--- src/rtl/axis_fifo_upsizer.sv ---
// AXI-Stream width up-converter: packs RATIO narrow beats (first beat in the LSBs) into one registered wide beat.
// Optional partial-group flush with beat count is enabled by defining AXIS_UPSIZE_FLUSH_EN.

package axis_fifo_pkg_prm;
  localparam int AXI_DATA_WIDTH = 8;
endpackage

module axis_fifo_upsizer
  import axis_fifo_pkg_prm::*;
#(
  parameter int DATA_WIDTH = AXI_DATA_WIDTH,
  parameter int RATIO      = 4,
  parameter int OUT_WIDTH  = DATA_WIDTH * RATIO
) (
  input  logic                       aclk,
  input  logic                       aresetn,
  input  logic [DATA_WIDTH-1:0]      s_axis_tdata,
  input  logic                       s_axis_tvalid,
  output logic                       s_axis_tready,
`ifdef AXIS_UPSIZE_FLUSH_EN
  input  logic                       s_flush,
  output logic [$clog2(RATIO+1)-1:0] m_axis_tbeats,
`endif
  output logic [OUT_WIDTH-1:0]       m_axis_tdata,
  output logic                       m_axis_tvalid,
  input  logic                       m_axis_tready
);

  localparam int IDX_W = (RATIO > 1) ? $clog2(RATIO) : 1;
  localparam int ACC_W = (RATIO - 1) * DATA_WIDTH;
  localparam logic [IDX_W-1:0] IDX_LAST = IDX_W'(RATIO - 1);

  logic [IDX_W-1:0]     idx_q, idx_d;
  logic [ACC_W-1:0]     acc_q, acc_d;
  logic [OUT_WIDTH-1:0] m_data_q, m_data_d;
  logic                 m_valid_q, m_valid_d;

  logic out_free_s;
  logic last_slot_s;
  logic ready_base_s;
  logic flush_s;
  logic in_xfer_s;

`ifdef AXIS_UPSIZE_FLUSH_EN
  localparam int BEATS_W = $clog2(RATIO + 1);
  logic [BEATS_W-1:0]   beats_q, beats_d;
  logic [OUT_WIDTH-1:0] partial_s;
`endif

  // Handshake qualification: only the final slot waits for the output register to free up.
  always_comb begin
    out_free_s   = !m_valid_q || m_axis_tready;
    last_slot_s  = (idx_q == IDX_LAST);
    if (last_slot_s) begin
      ready_base_s = out_free_s;
    end else begin
      ready_base_s = 1'b1;
    end
`ifdef AXIS_UPSIZE_FLUSH_EN
    // A flush yields to a real input transfer and stays pending while s_flush is held.
    flush_s = s_flush && (idx_q != {IDX_W{1'b0}}) && out_free_s && !(s_axis_tvalid && ready_base_s);
`else
    flush_s = 1'b0;
`endif
    s_axis_tready = ready_base_s && !flush_s;
    in_xfer_s     = s_axis_tvalid && s_axis_tready;
  end

`ifdef AXIS_UPSIZE_FLUSH_EN
  // Partial word for a flush: filled slots from the accumulator, unfilled slots zero.
  always_comb begin
    partial_s = {OUT_WIDTH{1'b0}};
    for (int k = 0; k < RATIO - 1; k++) begin
      if (IDX_W'(k) < idx_q) begin
        partial_s[k*DATA_WIDTH +: DATA_WIDTH] = acc_q[k*DATA_WIDTH +: DATA_WIDTH];
      end else begin
        partial_s[k*DATA_WIDTH +: DATA_WIDTH] = {DATA_WIDTH{1'b0}};
      end
    end
  end
`endif

  // Next-state: accumulate, load the output word on completion, drop valid on an unreplaced drain.
  always_comb begin
    idx_d     = idx_q;
    acc_d     = acc_q;
    m_data_d  = m_data_q;
    m_valid_d = m_valid_q;
`ifdef AXIS_UPSIZE_FLUSH_EN
    beats_d   = beats_q;
`endif
    if (in_xfer_s && last_slot_s) begin
      m_data_d  = {s_axis_tdata, acc_q};
      m_valid_d = 1'b1;
      idx_d     = {IDX_W{1'b0}};
`ifdef AXIS_UPSIZE_FLUSH_EN
      beats_d   = BEATS_W'(RATIO);
`endif
    end else if (in_xfer_s) begin
      acc_d[int'(idx_q)*DATA_WIDTH +: DATA_WIDTH] = s_axis_tdata;
      idx_d = idx_q + IDX_W'(1);
      if (m_axis_tready) begin
        m_valid_d = 1'b0;
      end else begin
        m_valid_d = m_valid_q;
      end
    end else if (flush_s) begin
`ifdef AXIS_UPSIZE_FLUSH_EN
      m_data_d  = partial_s;
      beats_d   = BEATS_W'(idx_q);
`endif
      m_valid_d = 1'b1;
      idx_d     = {IDX_W{1'b0}};
    end else if (m_axis_tready) begin
      m_valid_d = 1'b0;
    end else begin
      m_valid_d = m_valid_q;
    end
  end

  // State registers; reset discards any partial group and any pending output word.
  always_ff @(posedge aclk or negedge aresetn) begin
    if (!aresetn) begin
      idx_q     <= {IDX_W{1'b0}};
      acc_q     <= {ACC_W{1'b0}};
      m_data_q  <= {OUT_WIDTH{1'b0}};
      m_valid_q <= 1'b0;
`ifdef AXIS_UPSIZE_FLUSH_EN
      beats_q   <= {BEATS_W{1'b0}};
`endif
    end else begin
      idx_q     <= idx_d;
      acc_q     <= acc_d;
      m_data_q  <= m_data_d;
      m_valid_q <= m_valid_d;
`ifdef AXIS_UPSIZE_FLUSH_EN
      beats_q   <= beats_d;
`endif
    end
  end

  assign m_axis_tdata  = m_data_q;
  assign m_axis_tvalid = m_valid_q;
`ifdef AXIS_UPSIZE_FLUSH_EN
  assign m_axis_tbeats = beats_q;
`endif

endmodule

--- config.mk ---
export PLATFORM = sky130hd
export DESIGN_NAME = axis_fifo_upsizer
export DESIGN_NICKNAME = d
export VERILOG_FILES = /design/src/rtl/axis_fifo_upsizer.sv
export SDC_FILE = /design/constraint.sdc
export NUM_CORES = 1
export LEC_CHECK = 0
export ABC_AREA = 0
export CAP_MARGIN = 20
export CORE_MARGIN = 5
export CORE_UTILIZATION = 25
export DETAILED_ROUTE_END_ITERATION = 8
export PLACE_DENSITY = 0.51
export SLEW_MARGIN = 20
export SYNTH_ARGS = -nofsm -noshare
export SYNTH_HDL_FRONTEND = slang
export SYNTH_SLANG_ARGS = --single-unit
--- constraint.sdc ---
create_clock -name aclk -period 2 [get_ports aclk]
set_input_delay 0.4 -clock aclk [delete_from_list [all_inputs] [get_ports aclk]]
set_output_delay 0.4 -clock aclk [all_outputs]
set_load 0.005 [all_outputs]
# --- Word level (Yosys, flattened, before mapping) ---
# Cells that the tools add are included.
word_totals:
  reg_bits: 59
  input_bits: 12
  out_inout_bits: 34
  elab_cells: 23
classes:
  n_addsub: 2
  n_eq_ne: 1
  shifts: 2
  mux: 6
  n_bitwise: 1
  n_reduce_logical: 7
ops:
  columns: ["cell", "n"]
  rows:
  - ["5-bit negation with 33-bit output", 1]
  - ["8-bit by 33-bit variable shift with 24-bit output (first input constant)", 1]
  - ["8-bit by 33-bit variable part select with 24-bit output", 1]
  - ["24-bit bitwise mux", 1]
  - ["2-bit 2-to-1 mux", 2]
  - ["2-bit nonzero test", 2]
  - ["1-bit 2-to-1 mux", 3]
  - ["2-bit by 1-bit adder with 2-bit output (second input constant)", 1]
  - ["2-bit equality test (second input constant)", 1]
  - ["1-bit logical AND", 2]
  - ["2-bit AND reduction", 1]
  - ["1-bit logical NOT", 1]
  - ["1-bit logical OR", 1]
  - ["1-bit inverter", 1]

# --- Longest topological paths before layout ---
# Gate-level depths: netlist of the first run.
logic_depth:
  depth_word: 7
  depth_mapped: 7
  mapped_depth_nobuf: 5

# --- Least setup slack after synthesis of the first run ---
# OpenSTA, ideal clock, no wires.
synth_path:
  path_kind: "register -> register"
  from: "register idx_q[0]"
  to: "register acc_q[0]"
  setup_time_ns: 0.067
  arrival_time_ns: 1.599
  required_ns: 1.933
  slack_ns: 0.334
  stages_incl_launch_ff: 7
  path_buffers: 1
  synth_period_minus_slack_ns: 1.666
  cell_sequence: "dfrtp_1 > buf_12 > inv_1 > ha_1 > nand3b_4 > nor4b_4 > a22o_1"
synth_between:
  elab_chain_cells: 6
  elab_cells_between_ends: 10
  classes_between: "add/sub (1); eq/ne (1); shift (2); mux (2); bitwise (1); reduce/logical (3)"
synth_lines:
  columns: ["element", "line_no", "text"]
  rows:
  - ["from (decl)", "33", "logic [IDX_W-1:0] idx_q, idx_d;"]
  - ["from (signal assigned)", "124", "idx_q <= {IDX_W{1'b0}};"]
  - ["from (signal assigned)", "132", "idx_q <= idx_d;"]
  - ["branches (longest 6 deep; another with 5-bit negation with 33-bit output)", null, null]
  - ["to (signal assigned)", "125", "acc_q <= {ACC_W{1'b0}};"]
  - ["to (decl)", "34", "logic [ACC_W-1:0] acc_q, acc_d;"]
# Parallel ways; which one is timed is not known.
# A chain may end at the register's enable or synchronous reset.

# --- Worst setup path after layout of the first run ---
layout_path:
  from: "register idx_q[0]"
  to: "register acc_q[17]"
# Same word-level chain as after synthesis.

==> results.sh, run 1 <==
export IMPL_dpl_cell_area_sq_mm=0.00319
export IMPL_dieWidth_um=111
export IMPL_synth_nets=196
export IMPL_finalCritPeriodShare=0.880
export IMPL_grt_ovfl_total=0
export IMPL_initial_utilization=0.258
export IMPL_grt_pass1_vias=1610
export IMPL_die_area_sq_mm=0.0122
export IMPL_die_h_um=111
export IMPL_port_buffers=45
export IMPL_worst_pin_slew_ns=0.465
export IMPL_worst_path_max_fanout=8
export IMPL_maxCapViolCount=0
export IMPL_wl_per_cell_um=13.9
export IMPL_ios=46
export IMPL_antennaDiodeCount=0
export IMPL_fin_skew_ns=0.00619
export IMPL_crit_path_start_kind="register"
export IMPL_wirelength_mm=5.20
export IMPL_multi_input_area_sq_um=982
export IMPL_cts_buffer_depth=2
export IMPL_grtUsageTotal=0.0916
export IMPL_cts_sinks=59
export IMPL_viasPerCell=4.06
export IMPL_htreeDepth=3
export IMPL_layout_drive_gt1_share=0.264
export IMPL_endpoint_kind="register"
export IMPL_drc=0
export IMPL_synth_area_sq_mm=0.00253
export IMPL_fin_area_sq_mm=0.00346
export IMPL_cts_buffers=9
export IMPL_clkSlewWorstSetupHoldPaths_ns=0.07
export IMPL_clkLatencyLatePin_ns=0.33
export IMPL_p_per_area_mw_per_mm2=1500
export IMPL_setup_violations=0
export IMPL_num_vias=1524
export IMPL_r2r_slack_ns=0.24
export IMPL_seq_area_sq_mm=0.00148
export IMPL_postLayoutCoreUtil=0.353
export IMPL_slew_headroom=0.689
export IMPL_drv_slew=0
export IMPL_hold_viol=0
export IMPL_grt_max_degree=60
export IMPL_peakVddDrop_mv=0.557
export IMPL_tns_ns=0
export IMPL_ys_warn_count=0
export IMPL_synthCells=179
export IMPL_core_region_area_sq_mm=0.00982
export IMPL_required_ns=2.26
export IMPL_ctsHoldBuffers=0
export IMPL_cts_tree="done"
export IMPL_period_minus_slack_ns=1.76
export IMPL_antenna_found_initial=0
export IMPL_grt_first_pass_wirelength_mm=8.78
export IMPL_fmax_mhz=568
export IMPL_dr_pass1_iters=4
export IMPL_nFillCells=1029
export IMPL_whs_ns=0.0602
export IMPL_ys_ff_latch=59
export IMPL_rsz0062_at_grt="false"
export IMPL_drtIter0Drc=30
export IMPL_synth_seq_area_share=0.584
export IMPL_p_leak_nw=1.56
export IMPL_syn_area_per_cell_sq_um=14.1
export IMPL_critPathArrivalTime_ns=2.02
export IMPL_gp_congestion=0.673
export IMPL_path_class="register to register"
export IMPL_ys_types=26
export IMPL_root_buffer="clkbuf_8"
export IMPL_rows=36
export IMPL_nets=255
export IMPL_syn_to_final_growth_pct=36.9
export IMPL_hpwl_mm=3.65
export IMPL_status="finished, final reports clean"
export IMPL_drtAntennaViolNets=0
export IMPL_hold_class="input port to async pin"
[power breakdown]
part / internal (mW) / switching (mW)
sequential: 1.65 / 0.265
combinational: 1.13 / 0.691
clock: 0.979 / 0.466
[cell type report]
| type | instances | share of cell area |
|---|---|---|
| clock buffers | 10 | 0.0397 |
| clock inverters | 5 | 0.0361 |
| inverters | 2 | 0.00217 |
| multi-input cells | 110 | 0.284 |
| flip-flops and latches | 59 | 0.426 |
| well taps | 133 | 0.0480 |
| repair buffers | 56 | 0.164 |
[cells in the mapped netlist]
library cell,instances,area (sq um)
inv_1,2,7.51
mux2_1,2,22.5
buf_2,1,5.00
a31oi_1,1,6.26
nand2_1,32,120
clkbuf_1,2,7.51
a22o_1,8,70.1
and2b_2,1,8.76
buf_12,1,20.0
dfrtp_1,59,1480
nor4b_4,2,47.6
o21ai_1,10,50.1
nand2b_1,1,6.26
a21o_1,1,7.51
buf_4,1,7.51
nand3_1,2,10.0
buf_6,3,33.8
o21ai_0,6,30.0
nor2b_1,2,12.5
a21oi_1,1,5.00
and4bb_4,1,16.3
ha_1,5,62.6
nor2_1,1,3.75
nand3b_4,1,20.0
mux2_4,30,450
nand3b_1,3,22.5
[path summary, 6_finish.rpt]
check | end | startpoint | cells after the start
hold reg to reg | acc_q[13] | acc_q[13] | 2
max in group asynchronous | idx_q[0] | aresetn | 2
setup reg to reg | acc_q[17] | idx_q[0] | 6
setup / recovery | acc_q[17] | idx_q[0] | 6
hold / removal | m_axis_tdata[21] | aresetn | 2
min in group aclk | acc_q[13] | acc_q[13] | 2
[cells by family after synthesis]
group / Yosys count / share of synthesized area
flip-flops: 59 / 0.584
AND/OR/NAND/NOR: 46 / 0.106
multiplexers: 32 / 0.187
adder cells (fa/ha/maj): 5 / 0.0247
AO/OA/AOI/OAI: 27 / 0.0668
buffers and inverters: 10 / 0.0321
[layout by cell type, fill, tap and decap left out]
master / n
buf_12: 3
dlymetal6s2s_1: 1
nor4b_4: 2
mux2_1: 2
nand2b_1: 1
nor2_1: 1
o21ai_0: 6
nor2b_4: 1
and2b_2: 1
o21ai_1: 10
clkdlybuf4s50_1: 43
ha_1: 4
nor2b_1: 1
a21oi_1: 1
nand2_1: 32
buf_4: 8
and4bb_4: 1
buf_2: 1
nand3_1: 2
clkbuf_8: 10
nand3b_4: 1
bufinv_16: 4
dfrtp_1: 59
nand3b_1: 3
a21o_1: 1
a22o_1: 8
mux2_4: 30
a31oi_1: 1
ha_2: 1
clkinv_2: 1
inv_1: 2
[through the flow]
| step | total power [mW] | instances | setup slack, ns |
|---|---|---|---|
| finish | 5.19 | 375 | 0.240 |
| CTS | 5.27 | 375 | 0.00494 |
| floorplan | 3.00 | 179 | 0.334 |
| global route | 5.53 | 375 | 0.0441 |
| detailed placement | 3.78 | 359 | 0.112 |
| global placement | 3.76 | 359 | 0.114 |
[metal layers]
layer	up-vias	global-route usage	routed length, um
met5	-	0	0
li1	734	-	-
met1	744	0.117	2560
met2	37	0.135	2310
met4	0	0.0296	62
met3	9	0.0454	260
[critical path, cell delays in order, from the launching register on]
cell	delay [ns]
dfrtp_1	0.36
buf_4	0.14
inv_1	0.07
ha_1	0.42
nor4b_4	0.46
nand2_1	0.10
o21ai_1	0.14
[what timing repair did]
| action | in CTS | in global routing |
|---|---|---|
| setup endpoints to repair | 1 | 1 |
| setup buffers | 1 | 0 |
| gates resized for setup | 1 | 1 |
| gates cloned | 0 | 0 |
[flip-flops by register name, indices dropped and copies added, names as in the netlist]
signal	flops
idx_q	2
m_axis_tvalid	1
acc_q	24
m_axis_tdata	32
Note: power is estimated with default switching activity, not from simulation.
==> run 2: changes to the inputs <==
--- a/config.mk
+++ b/config.mk
@@ -7,7 +7,7 @@
 export LEC_CHECK = 0
 export ABC_AREA = 0
 export CAP_MARGIN = 20
-export CORE_MARGIN = 5
+export CORE_MARGIN = 3
 export CORE_UTILIZATION = 25
 export DETAILED_ROUTE_END_ITERATION = 8
 export PLACE_DENSITY = 0.51
==> constraint.sdc (replaced) <==
create_clock -name aclk -period 2 [get_ports aclk]
set_input_delay 0.3 -clock aclk [delete_from_list [all_inputs] [get_ports aclk]]
set_output_delay 0.3 -clock aclk [all_outputs]
set_load 0.005 [all_outputs]
==> run 2 against run 1 <==
Effect of this change: flip-flop and latch count is the same; global-route usage grew 1.1 points; routed wire length fell by 0.35%; fmax fell by 4.0%; sequential power hardly changed; clock skew increased by 0.0051 ns; highest routed layer unchanged.
==> results.sh, run 2 (synthesized netlist as in run 1, its figures left out) <==
export IMPL_path_class="register to register"
export IMPL_seq_area_sq_mm=0.00148
export IMPL_highest_layer="met4"
export IMPL_tns_ns=0
export IMPL_largest_reg_flops=32
export IMPL_cts_tree="done"
export IMPL_port_buffers=45
export IMPL_finalCritPeriodShare=0.917
export IMPL_worst_pin_slew_ns=0.546
export IMPL_cts_sinks=59
export IMPL_required_ns=2.27
export IMPL_dr_pass1_iters=4
export IMPL_wirelength_mm=5.18
export IMPL_clkSlewWorstSetupHoldPaths_ns=0.07
export IMPL_fin_skew_ns=0.0113
export IMPL_p_per_area_mw_per_mm2=1430
export IMPL_period_minus_slack_ns=1.83
export IMPL_post_cts_buffers=0
export IMPL_die_area_sq_mm=0.0114
export IMPL_antennaDiodeCount=0
export IMPL_cts_buffers=9
export IMPL_nFillCells=1011
export IMPL_nets=251
export IMPL_core_region_area_sq_mm=0.00982
export IMPL_htreeDepth=3
export IMPL_drtAntennaViolNets=0
export IMPL_dieWidth_um=107
export IMPL_drtIter0Drc=67
export IMPL_rows=36
export IMPL_fmax_mhz=545
export IMPL_hold_viol=0
export IMPL_num_vias=1517
export IMPL_gp_congestion=0.738
export IMPL_rsz0062_at_grt="false"
export IMPL_critPathArrivalTime_ns=2.10
export IMPL_setup_violations=0
export IMPL_clkLatencyLatePin_ns=0.33
export IMPL_postLayoutCoreUtil=0.345
export IMPL_hpwl_mm=3.72
export IMPL_viasPerCell=4.08
export IMPL_status="finished, final reports clean"
export IMPL_layout_commonest_cell="dfrtp_1"
export IMPL_hold_class="input port to async pin"
export IMPL_grtUsageTotal=0.102
export IMPL_maxCapViolCount=0
export IMPL_final_cell_mix="58 x dfrtp_1, 43 x clkdlybuf4s50_1, 32 x nand2_1, 30 x mux2_4, 11 x clkbuf_8"
export IMPL_wl_met1_mm=2.54
export IMPL_peakVddDrop_mv=0.600
export IMPL_grt_max_degree=43
export IMPL_initial_utilization=0.258
export IMPL_grt_pass1_vias=1622
export IMPL_root_buffer="clkbuf_8"
export IMPL_worst_path_max_fanout=9
export IMPL_cts_buffer_depth=2
export IMPL_layout_drive_gt1_share=0.251
export IMPL_crit_path_start_kind="register"
export IMPL_wl_met2_mm=2.29
export IMPL_r2r_cells=5
export IMPL_grt_first_pass_wirelength_mm=8.87
export IMPL_wl_met3_um=286
export IMPL_drc=0
export IMPL_syn_to_final_growth_pct=33.9
export IMPL_endpoint_kind="register"
export IMPL_grt_ovfl_total=0
export IMPL_antenna_found_initial=0
export IMPL_ios=46
export IMPL_slew_headroom=0.635
export IMPL_drv_slew=0
export IMPL_multi_input_area_sq_um=992
export IMPL_wl_per_cell_um=13.9
export IMPL_finalPower_mw=4.83
export IMPL_die_h_um=107
export IMPL_p_leak_nw=1.51
==> run 2: cell types whose count changed in the layout (fill, tap and decap cells not counted) <==
| cell | before | now |
|---|---|---|
| buf_4 | 8 | 3 |
| bufinv_16 | 4 | 1 |
| clkbuf_1 | 0 | 1 |
| clkbuf_8 | 10 | 11 |
| clkinv_2 | 1 | 2 |
| clkinv_4 | 0 | 1 |
| dfrtp_1 | 59 | 58 |
| dfrtp_2 | 0 | 1 |
| dlygate4sd3_1 | 0 | 1 |
| ha_2 | 1 | 0 |
| ha_4 | 0 | 1 |
==> run 2: power by group <==
group,leakage (nW),total [mW],internal (mW),switching (mW)
Sequential,0.793,1.95,1.66,0.292
Clock,0.106,1.10,0.641,0.462
Combinational,0.612,1.78,1.11,0.673
Total,1.51,4.83,3.41,1.43
==> run 2: timing repair <==
action / 4_1_cts / 5_1_grt
gates cloned: 0 / 0
hold endpoints to repair: 17 / 0
resized for setup: 1 / 3
setup endpoints to repair: 1 / 1
hold buffers: 1 / 0
==> run 2: stage by stage <==
stage	worst slack, ns	std cells	area, sq um	hold slack (ns)
6_report	0.166	372	3390	0.434
3_3_place_gp	0.127	355	3160	0.270
2_1_floorplan	0.334	179	2530	0.00441
5_1_grt	0.0603	372	3390	0.463
4_1_cts	0.0144	372	3370	0.450
3_5_place_dp	0.122	355	3160	0.270
==> run 2: worst max-delay path: stages (launching register included) <==
cell      delay (ns)
dfrtp_2         0.44
inv_1           0.12
ha_1            0.30
nand3b_4        0.20
nor4b_4         0.51
a22o_1          0.21
==> run 2: final timing paths <==
check | from | slack, ns | end
max | idx_q[0] | 0.17 | acc_q[3]
min | aresetn | 0.43 | m_axis_tdata[23]
max reg2reg | idx_q[0] | 0.17 | acc_q[3]
min reg2reg | acc_q[13] | 0.48 | acc_q[13]
max in group asynchronous | aresetn | 0.98 | idx_q[0]
min in group aclk | acc_q[13] | 0.48 | acc_q[13]
==> run 2: final cells by class <==
class | count | area share
Clock buffer | 12 | 0.0458
Clock inverter | 4 | 0.0144
Inverter | 2 | 0.00222
Multi-Input combinational cell | 110 | 0.293
Sequential cell | 59 | 0.436
Tap cell | 133 | 0.0491
Timing Repair Buffer | 52 | 0.160
==> run 2: metal layers <==
| layer | track usage | up-vias |
|---|---|---|
| li1 | - | 730 |
| met1 | 0.137 | 739 |
| met2 | 0.149 | 39 |
| met3 | 0.0464 | 9 |
| met4 | 0.0301 | 0 |
| met5 | 0 | - |
==> RTL change (config.mk and constraints of run 2) <==
`RATIO`: 4 -> 2.
--- a/src/rtl/axis_fifo_upsizer.sv
+++ b/src/rtl/axis_fifo_upsizer.sv
@@ -11,3 +11,3 @@
   parameter int DATA_WIDTH = AXI_DATA_WIDTH,
-  parameter int RATIO      = 4,
+  parameter int RATIO      = 2,
   parameter int OUT_WIDTH  = DATA_WIDTH * RATIO
Ports: changed (resized m_axis_tdata); port bits go from 46 to 30. The function was not compared with the original's and may differ.
==> RTL change against run 2 <==
Sequential share of layout area increased by 2.3 points. Routed wire length decreased by 66%. Non-clock buffer count decreased by 22. Sequential cell count decreased by 33. Power decreased by 64%. Area after synthesis decreased by 59%. Final area decreased by 58%. Final cell count decreased by 63%. Synthesized cell count decreased by 66%. Setup slack improved by 0.080 ns. Clock power decreased by 75%.
==> RTL change: results <==
metrics = {
    "detailed_routing": {
        "top_layer_used": "met3",
        "vias": 570,
        "drtIter0Drc": 15,
        "routed_wl_um": 1750,
        "vias_per_cell": 4.10,
        "wl_met3_um": 111,
        "wl_met1_um": 756,
    },
    "place": {
        "dpl_worst_slack_ns": 0.225,
        "numPortBuffers": 29,
        "post-dp-hpwl_um": 1270,
        "gp_congestion": 0.652,
        "placedCellCount": 136,
    },
    "synthesis": {
        "synth.distinct_cells": 11,
        "synth_common_cells": "dfrtp_1 (26), mux2_2 (15), mux2_4 (9), nand2b_1 (2), nor2_1 (2)",
        "ys_seq_area_frac": 0.624,
        "yosys-top-cells-area": "dfrtp_1 (62%), mux2_2 (16%), mux2_4 (13%)",
        "syn_area_per_cell_um2": 17.4,
    },
    "setup_path": {
        "startpoint_type": "primary input",
        "cp_max_fo": 3,
        "crit_path_top_delay_cell": "clkdlybuf4s50_1",
        "reg2reg_slack_ns": 0.64,
        "path_delay_family": "buffers and inverters",
        "worstSetupStartpoint": "m_axis_tready",
        "critPathMaxStageDelay_ns": 0.45,
    },
    "cts": {
        "htree_levels": 1,
        "cts_made_buffers": 3,
        "post_cts_resize_count": 0,
        "worstSkewPairLatency_ns": 0.26,
    },
    "power": {
        "ir_drop_mv": 0.521,
        "p_leak_nw": 0.601,
    },
    "outcome": {
        "status": "finished, final reports clean",
    },
    "cells_and_area": {
        "final_nets": 105,
        "largest_reg_flops": 16,
        "layout-drive-gt1-share": 0.341,
    },
    "sta": {
        "max_freq_mhz": 570,
        "fin_hold_ws_ns": 0.407,
        "relSlewSlack": 0.718,
        "fin_skew_ns": 0.00656,
    },
    "grt": {
        "grt_pass1_vias": 621,
        "grt_usage": 0.0766,
        "grt_pass1_wl_um": 2990,
    },
}
-- RTL change: changes by cell type in the layout (fill, tap and decap cells not counted), moves of 3 or more --
cell             change
dfrtp_1             -32
ha_1                 -4
clkdlybuf4s50_1     -14
a22o_1               -8
o21ai_1             -10
nand2_1             -31
clkbuf_8             -8
o21ai_0              -6
buf_12               -3
nand3b_1             -3
mux2_4              -21
mux2_2              +15
-- RTL change: worst paths after layout --
kind,depth (start not counted),end
max,4,s_axis_tready
max in group asynchronous,2,acc_q[7]$_DFFE_PN0P_
min in group aclk,1,acc_q[4]$_DFFE_PN0P_
min,2,m_axis_tdata[9]$_DFFE_PN0P_
min reg2reg,1,acc_q[4]$_DFFE_PN0P_
max reg2reg,3,m_axis_tdata[5]$_DFFE_PN0P_
-- RTL change: area by class of cell --
cell class	instances	area (µm²)
tap	48	60.1
sequential	26	651
fill	369	2410
timing repair buffer	30	298
multi-input combinational	32	368
clock buffer	3	41.3
-- RTL change: metal layers --
metal / vias up / global-route usage
met5: - / 0
met4: 0 / 0.00626
met3: 0 / 0.0355
met2: 16 / 0.129
met1: 288 / 0.0945
li1: 266 / -
-- RTL change: through the flow --
stage	instance area, µm²	total power [mW]
after floorplan	1040	1.11
after global placement	1380	1.46
after detailed placement	1380	1.47
after CTS	1420	1.76
after global routing	1420	1.84
final	1420	1.72
-- RTL change: cells by family (layout without fill, tap and decap cells) --
kind of cell	after synthesis	after routing	synth area share
buf+inv	2	33	0.0240
flops	26	26	0.623
mux	24	24	0.291
simple gates	8	8	0.0611
-- RTL change: where the power goes --
group / switching (mW) / internal, mW
Combinational: 0.166 / 0.455
Clock: 0.145 / 0.134
Sequential: 0.100 / 0.722
Total: 0.411 / 1.31
-- RTL change: worst reg2reg max path, cell delays in order, from the launching register on --
cell	delay [ns]
dfrtp_1	0.39
nor2b_4	0.15
nor2_8	0.32
mux2_2	0.39
